**config.mk**
```make
export PLATFORM = sky130hd
export DESIGN_NAME = regfile_mp_sb_flat
export DESIGN_NICKNAME = d
export VERILOG_FILES = /design/src/rtl/regfile_mp_sb_pkg.sv /design/src/rtl/regfile_mp_sb_if.sv /design/src/rtl/regfile_mp_sb_wr_arbiter.sv /design/src/rtl/regfile_mp_sb.sv /design/src/flat_wrapper.sv
export SDC_FILE = /design/constraint.sdc
export NUM_CORES = 2
export LEC_CHECK = 0
export CAP_MARGIN = 20
export CORE_AREA = 2 2 319 321
export CTS_BUF_LIST = sky130_fd_sc_hd__clkbuf_2
export CTS_CLUSTER_SIZE = 40
export DETAILED_ROUTE_END_ITERATION = 6
export DIE_AREA = 0 0 321 323
export GPL_ROUTABILITY_DRIVEN = 0
export PLACE_DENSITY_LB_ADDON = 0.12
export SYNTH_ARGS = -nofsm -noshare
export SYNTH_HDL_FRONTEND = slang
export SYNTH_SLANG_ARGS = --single-unit
```
**constraint.sdc**
```tcl
create_clock -name clk -period 6.2 [get_ports clk]
set_input_delay 0.93 -clock clk [delete_from_list [all_inputs] [get_ports clk]]
set_output_delay 0.93 -clock clk [all_outputs]
set_load 0.01 [all_outputs]
```
**src/rtl/regfile_mp_sb_pkg.sv**
```systemverilog
// Shared types and defaults for the multi-port register file with scoreboard.
package rf_pkg;

    typedef enum logic {RF_CLEAR, RF_RUN} rf_state_e;

    localparam int unsigned RF_XLEN_DEFAULT  = 32;
    localparam int unsigned RF_NREGS_DEFAULT = 32;

endpackage

```
**src/rtl/regfile_mp_sb_if.sv**
```systemverilog
// Read/write/scoreboard bus of regfile_mp_sb; master drives requests, slave is the register file.
interface regfile_mp_sb_if
    import rf_pkg::*;
#(
    parameter int unsigned XLEN  = RF_XLEN_DEFAULT,
    parameter int unsigned NREGS = RF_NREGS_DEFAULT,
    parameter int unsigned NRD   = 2,
    parameter int unsigned NWR   = 1
);
    localparam int unsigned AW = $clog2(NREGS);

    logic                ready;
    logic [NWR-1:0]      we;
    logic [NWR*AW-1:0]   wa;
    logic [NWR*XLEN-1:0] wd;
    logic [NRD*AW-1:0]   ra;
    logic [NRD*XLEN-1:0] rd;
    logic [NRD-1:0]      busy;
    logic                sb_set;
    logic [AW-1:0]       sb_addr;

    modport master (
        output we, wa, wd, ra, sb_set, sb_addr,
        input  ready, rd, busy
    );

    modport slave (
        input  we, wa, wd, ra, sb_set, sb_addr,
        output ready, rd, busy
    );

endinterface

```
**src/rtl/regfile_mp_sb_wr_arbiter.sv**
```systemverilog
// Combinational write-port match for one address: highest-index enabled port wins.
module rf_wr_arbiter #(
    parameter int unsigned XLEN = 32,
    parameter int unsigned AW   = 5,
    parameter int unsigned NWR  = 1
) (
    input  logic [NWR-1:0]      we,
    input  logic [NWR*AW-1:0]   wa,
    input  logic [NWR*XLEN-1:0] wd,
    input  logic [AW-1:0]       addr,
    output logic                hit,
    output logic [XLEN-1:0]     data
);

    // Ascending scan so a later (higher) port overrides an earlier match; x0 never matches.
    always_comb begin
        hit  = 1'b0;
        data = '0;
        for (int unsigned i = 0; i < NWR; i++) begin
            if (we[i] && (wa[i*AW +: AW] == addr) && (addr != '0)) begin
                hit  = 1'b1;
                data = wd[i*XLEN +: XLEN];
            end
        end
    end

endmodule

```
**src/rtl/regfile_mp_sb.sv**
```systemverilog
// Parametrised register file with write-to-read bypass, pending-write scoreboard and post-reset clear sweep.
module regfile_mp_sb
    import rf_pkg::*;
#(
    parameter int unsigned XLEN  = RF_XLEN_DEFAULT,
    parameter int unsigned NREGS = RF_NREGS_DEFAULT,
    parameter int unsigned NRD   = 2,
    parameter int unsigned NWR   = 1
) (
    input logic             clk,
    input logic             rst,
    regfile_mp_sb_if.slave  bus
);
    localparam int unsigned AW = $clog2(NREGS);

    rf_state_e         state;
    logic [AW-1:0]     idx;
    logic [XLEN-1:0]   regs [NREGS];
    logic [NREGS-1:0]  sb;

    logic [NREGS-1:0]  wr_hit;
    logic [XLEN-1:0]   wr_data [NREGS];
    logic [NRD-1:0]    rd_hit;
    logic [XLEN-1:0]   rd_byp  [NRD];

    for (genvar r = 0; r < NREGS; r++) begin : g_wr
        rf_wr_arbiter #(.XLEN(XLEN), .AW(AW), .NWR(NWR)) u_arb (
            .we   (bus.we),
            .wa   (bus.wa),
            .wd   (bus.wd),
            .addr (AW'(r)),
            .hit  (wr_hit[r]),
            .data (wr_data[r])
        );
    end

    for (genvar j = 0; j < NRD; j++) begin : g_rd
        rf_wr_arbiter #(.XLEN(XLEN), .AW(AW), .NWR(NWR)) u_arb (
            .we   (bus.we),
            .wa   (bus.wa),
            .wd   (bus.wd),
            .addr (bus.ra[j*AW +: AW]),
            .hit  (rd_hit[j]),
            .data (rd_byp[j])
        );
    end

    always_ff @(posedge clk) begin
        if (rst) begin
            state     <= RF_CLEAR;
            idx       <= AW'(1);
            bus.ready <= 1'b0;
        end else begin
            case (state)
                RF_CLEAR: begin
                    idx <= idx + AW'(1);
                    if (idx == AW'(NREGS - 1)) begin
                        state     <= RF_RUN;
                        bus.ready <= 1'b1;
                    end
                end
                default: begin
                    state     <= RF_RUN;
                    bus.ready <= 1'b1;
                end
            endcase
        end
    end

    always_ff @(posedge clk) begin
        if (rst) begin
            regs[0] <= '0;
        end else if (state == RF_CLEAR) begin
            regs[idx] <= '0;
        end else begin
            for (int unsigned r = 1; r < NREGS; r++) begin
                if (wr_hit[r]) regs[r] <= wr_data[r];
            end
        end
    end

    // Set takes priority over a same-cycle clear: the new producer is younger than the retiring one.
    always_ff @(posedge clk) begin
        if (rst) begin
            sb <= '0;
        end else if (state == RF_RUN) begin
            for (int unsigned r = 1; r < NREGS; r++) begin
                if (bus.sb_set && (bus.sb_addr == AW'(r))) sb[r] <= 1'b1;
                else if (wr_hit[r])                         sb[r] <= 1'b0;
            end
        end
    end

    always_comb begin
        bus.rd   = '0;
        bus.busy = '0;
        if (state == RF_RUN) begin
            for (int unsigned j = 0; j < NRD; j++) begin
                if (bus.ra[j*AW +: AW] != '0) begin
                    bus.rd[j*XLEN +: XLEN] = rd_hit[j] ? rd_byp[j] : regs[bus.ra[j*AW +: AW]];
                    bus.busy[j]            = sb[bus.ra[j*AW +: AW]] && !rd_hit[j];
                end
            end
        end
    end

endmodule

```
**src/flat_wrapper.sv**
```systemverilog
// flat-port wrapper written by rule: the top's interface ports become plain ports
module regfile_mp_sb_flat import rf_pkg::*;
#(
    parameter int unsigned XLEN  = RF_XLEN_DEFAULT,
    parameter int unsigned NREGS = RF_NREGS_DEFAULT,
    parameter int unsigned NRD   = 2,
    parameter int unsigned NWR   = 1
)
  (clk, rst, bus_we, bus_wa, bus_wd, bus_ra, bus_sb_set, bus_sb_addr, bus_ready, bus_rd, bus_busy);
  regfile_mp_sb_if #(.XLEN(XLEN), .NREGS(NREGS), .NRD(NRD), .NWR(NWR)) bus_i ();
  input logic clk;
  input logic rst;
  input wire logic [$bits(bus_i.we)-1:0] bus_we;
  input wire logic [$bits(bus_i.wa)-1:0] bus_wa;
  input wire logic [$bits(bus_i.wd)-1:0] bus_wd;
  input wire logic [$bits(bus_i.ra)-1:0] bus_ra;
  input wire logic [$bits(bus_i.sb_set)-1:0] bus_sb_set;
  input wire logic [$bits(bus_i.sb_addr)-1:0] bus_sb_addr;
  output wire logic [$bits(bus_i.ready)-1:0] bus_ready;
  output wire logic [$bits(bus_i.rd)-1:0] bus_rd;
  output wire logic [$bits(bus_i.busy)-1:0] bus_busy;
  assign bus_i.we = bus_we;
  assign bus_i.wa = bus_wa;
  assign bus_i.wd = bus_wd;
  assign bus_i.ra = bus_ra;
  assign bus_i.sb_set = bus_sb_set;
  assign bus_i.sb_addr = bus_sb_addr;
  assign bus_ready = bus_i.ready;
  assign bus_rd = bus_i.rd;
  assign bus_busy = bus_i.busy;
  regfile_mp_sb #(.XLEN(XLEN), .NREGS(NREGS), .NRD(NRD), .NWR(NWR)) u_core (.clk(clk), .rst(rst), .bus(bus_i));
endmodule
```
==> impl_metrics.yaml <==
run_status:
  status: "complete, but fails checks"
  violations: "DRC"
synthesis:
  async_flop_share: 0
  ys_warn_count: 0
  synth-compound-area-share: 0.102
  synth_top_family_by_area: "multiplexers"
  netlist-cell-type-count: 63
  synth_area_mm2: 0.0549
  avgSynthCellArea_um2: 10.5
  synth_fa_ha_area_frac: 0.00114
  synthSimpleGateAreaFrac: 0.172
  synth_ff_type: "dfxtp_1"
  synth_edf_count: 480
  synth-seq-area-share: 0.463
  synth_fp_nets: 5270
  synth_cells: 5209
  synthMuxAreaShare: 0.213
  synth-seq-cells: 1030
  synth_xor_xnor_area_share: 0.00192
sta:
  slew_violations: 0
  fmax_mhz: 173
  rsz0062_at_grt: "no"
  hold_viol_final: 0
  slew_headroom: 0.136
  final.min_clock_period_ns: 5.77
  setup_viol: 0
  final.setup_skew_ns: 0.116
  setup-tns-final_ns: 0
  worstMarginPinSlew_ns: 1.30
  fin_crit_sh: 0.931
min_path:
  hp-class: "input port to flip-flop"
  hp-start: "bus_wd[26]"
global_route:
  grtUsageTotal: 0.426
  grt_pass1_vias: 45200
  antenna_found_initial: 13
  grt_max_degree: 105
  grt_pass1_wl_um: 317000
  overflow: 0
worst_setup_path:
  cpPeakStageDelay_ns: 0.96
  crit_start: "bus_ra[6]"
  path_max_fanout: 78
  worst_ep_required_time_ns: 5.27
  path_common_cell: "nor3_1"
  worstPathCellList: "buf_8, nand3b_1, o221ai_1, nor3_1, buf_4, nor3_1, nor3_1, clkdlybuf4s50_1"
  crit_arrival_ns: 4.84
  end_kind: "output pin"
  crit_path_top_delay_cell: "nor3_1"
  startpoint_type: "input port"
  r2r-start: "u_core.state"
  critPathKind: "input port to output pin"
route:
  drtIter0Drc: 7519
  routedWlPerCell_um: 32.6
  dr.pass1.iters: 7
  viasPerCell: 6.95
  drc: 3
  wl_um: 223000
  ant_nets: 0
  dr_total_vias: 47600
clocking:
  clock-sinks: 1030
  clkSlewWorstSetupHoldPaths_ns: 0.12
  cts_tree: "yes"
  cts_resized: 0
  cts_made_buffers: 293
  holdBufCountCts: 1
  cts_setup_buffers: 0
  root_buffer: "clkbuf_2"
  clockBufferDepth: 4
  insertion_delay_ns: 1.57
  h-tree-depth: 5
floorplanning:
  die_h_um: 323
  start_util: 0.545
  num_rows: 117
  io_pins: 123
  fp.dieArea_mm2: 0.104
  core_mm2: 0.101
  die_x_um: 321
power:
  p_leak_nw: 19.9
  power_w: 0.0133
  ir_drop_mv: 0.164
  power_density_mw_per_mm2: 220
cells_and_area:
  fill_cells: 8555
  multi_input_area_mm2: 0.0274
  regArea_mm2: 0.0254
  area_growth_pct: 10.0
  finalNetCount: 5374
  layout-drive-gt1-share: 0.247
place:
  hpwlAfterDp_um: 138000
  io_buffer_count: 122
run:
  drv_cap: 0
power by group:
group / switching [W] / total [W] / internal, W / leakage (nW)
registers: 0.0000177 / 0.00707 / 0.00706 / 7.77
logic: 0.000840 / 0.00121 / 0.000373 / 10.1
clock network: 0.00305 / 0.00500 / 0.00195 / 2.01
total: 0.00391 / 0.0133 / 0.00938 / 19.9
synth_stat cells, drive strengths merged, types with 50 or more instances:
cell type	n	area, um2
mux4	415	9350
edfxtp	480	14400
a221oi	58	508
nand2	1137	4270
mux2	153	1720
o21ai	50	250
mux2i	62	621
nor2b	58	363
and2	423	2650
dfxtp	550	11000
buf	200	1230
nor2	174	653
nor3	88	455
clkbuf	342	1280
and3	65	407
a21oi	562	2810
o22ai	56	350
state kept, by name, summed over array words and instances, names as in the netlist:
signal	cells
u_core.regs	992
u_core.sb	31
u_core.idx	5
u_core.bus.ready	1
u_core.state	1
path summary, 6_finish.rpt:
kind / endpoint / slack [ns] / depth (start not counted)
max: bus_rd[37] / 0.43 / 8
min: u_core.regs[2][26] / 0.18 / 4
max reg2reg: u_core.regs[23][13] / 2.39 / 6
min reg2reg: u_core.bus.ready / 0.45 / 2
critical path, delay by kind of cell:
kind | cells | cell delay [ns]
AND/OR/NAND/NOR | 4 | 2.07
buffers and inverters | 3 | 1.24
AO/OA/AOI/OAI | 1 | 0.46
stage by stage:
step / cell area (um2) / cells / setup slack, ns / hold slack (ns) / util
floorplan: 54900 / 5209 / 2.25 / 0.442 / -
global placement: 57600 / 6315 / 0.871 / 0.432 / 0.572
detailed placement: 57700 / 6319 / 0.852 / 0.439 / 0.573
CTS: 60200 / 6825 / 0.524 / 0.0624 / 0.598
global route: 60300 / 6834 / 0.460 / 0.159 / 0.599
finish: 60400 / 6842 / 0.428 / 0.178 / 0.599
cells by family (layout without fill, tap and decap cells):
kind of cell             after synthesis  count (layout)
AO/OA/AOI/OAI                        933             933
XOR/XNOR                              12              12
adder cells (fa/ha/maj)                5               5
buffers and inverters                550             864
flip-flops                          1030            1030
multiplexers                         630             630
other                                  0              10
AND/OR/NAND/NOR                     2049            2049
cell type report:
type / instances / share of cell area
Sequential cell: 1030 / 0.421
Tap cell: 1309 / 0.0271
Clock buffer: 452 / 0.0375
Timing Repair Buffer: 351 / 0.0551
Multi-Input combinational cell: 3629 / 0.454
Antenna cell: 10 / 0.000415
Inverter: 8 / 0.000497
Clock inverter: 53 / 0.00390
per-layer routing:
layer	share of wire	global-route usage
met1	0.35	0.551
met2	0.42	0.604
met3	0.16	0.169
met4	0.067	0.258
met5	0.00053	0
placed cells by master (no fill, tap or decap), drive strengths merged, types with 18 or more instances in the layout:
| cell type | synthesis | final |
|---|---|---|
| nand2b | 18 | 18 |
| clkbuf | 342 | 454 |
| buf | 200 | 237 |
| nand3 | 28 | 28 |
| nor2b | 58 | 58 |
| a221oi | 58 | 58 |
| mux2 | 153 | 153 |
| nor3 | 88 | 88 |
| o31ai | 36 | 36 |
| o221ai | 39 | 39 |
| and2 | 423 | 423 |
| clkdlybuf4s50 | 0 | 111 |
| nor2 | 174 | 174 |
| edfxtp | 480 | 480 |
| a22oi | 42 | 42 |
| a21oi | 562 | 562 |
| mux2i | 62 | 62 |
| dfxtp | 550 | 550 |
| and3 | 65 | 65 |
| nand2 | 1137 | 1137 |
| o21ai | 50 | 50 |
| a211oi | 33 | 33 |
| mux4 | 415 | 415 |
| clkinv | 0 | 44 |
| o22ai | 56 | 56 |
Power figures use the tool's default switching activity.
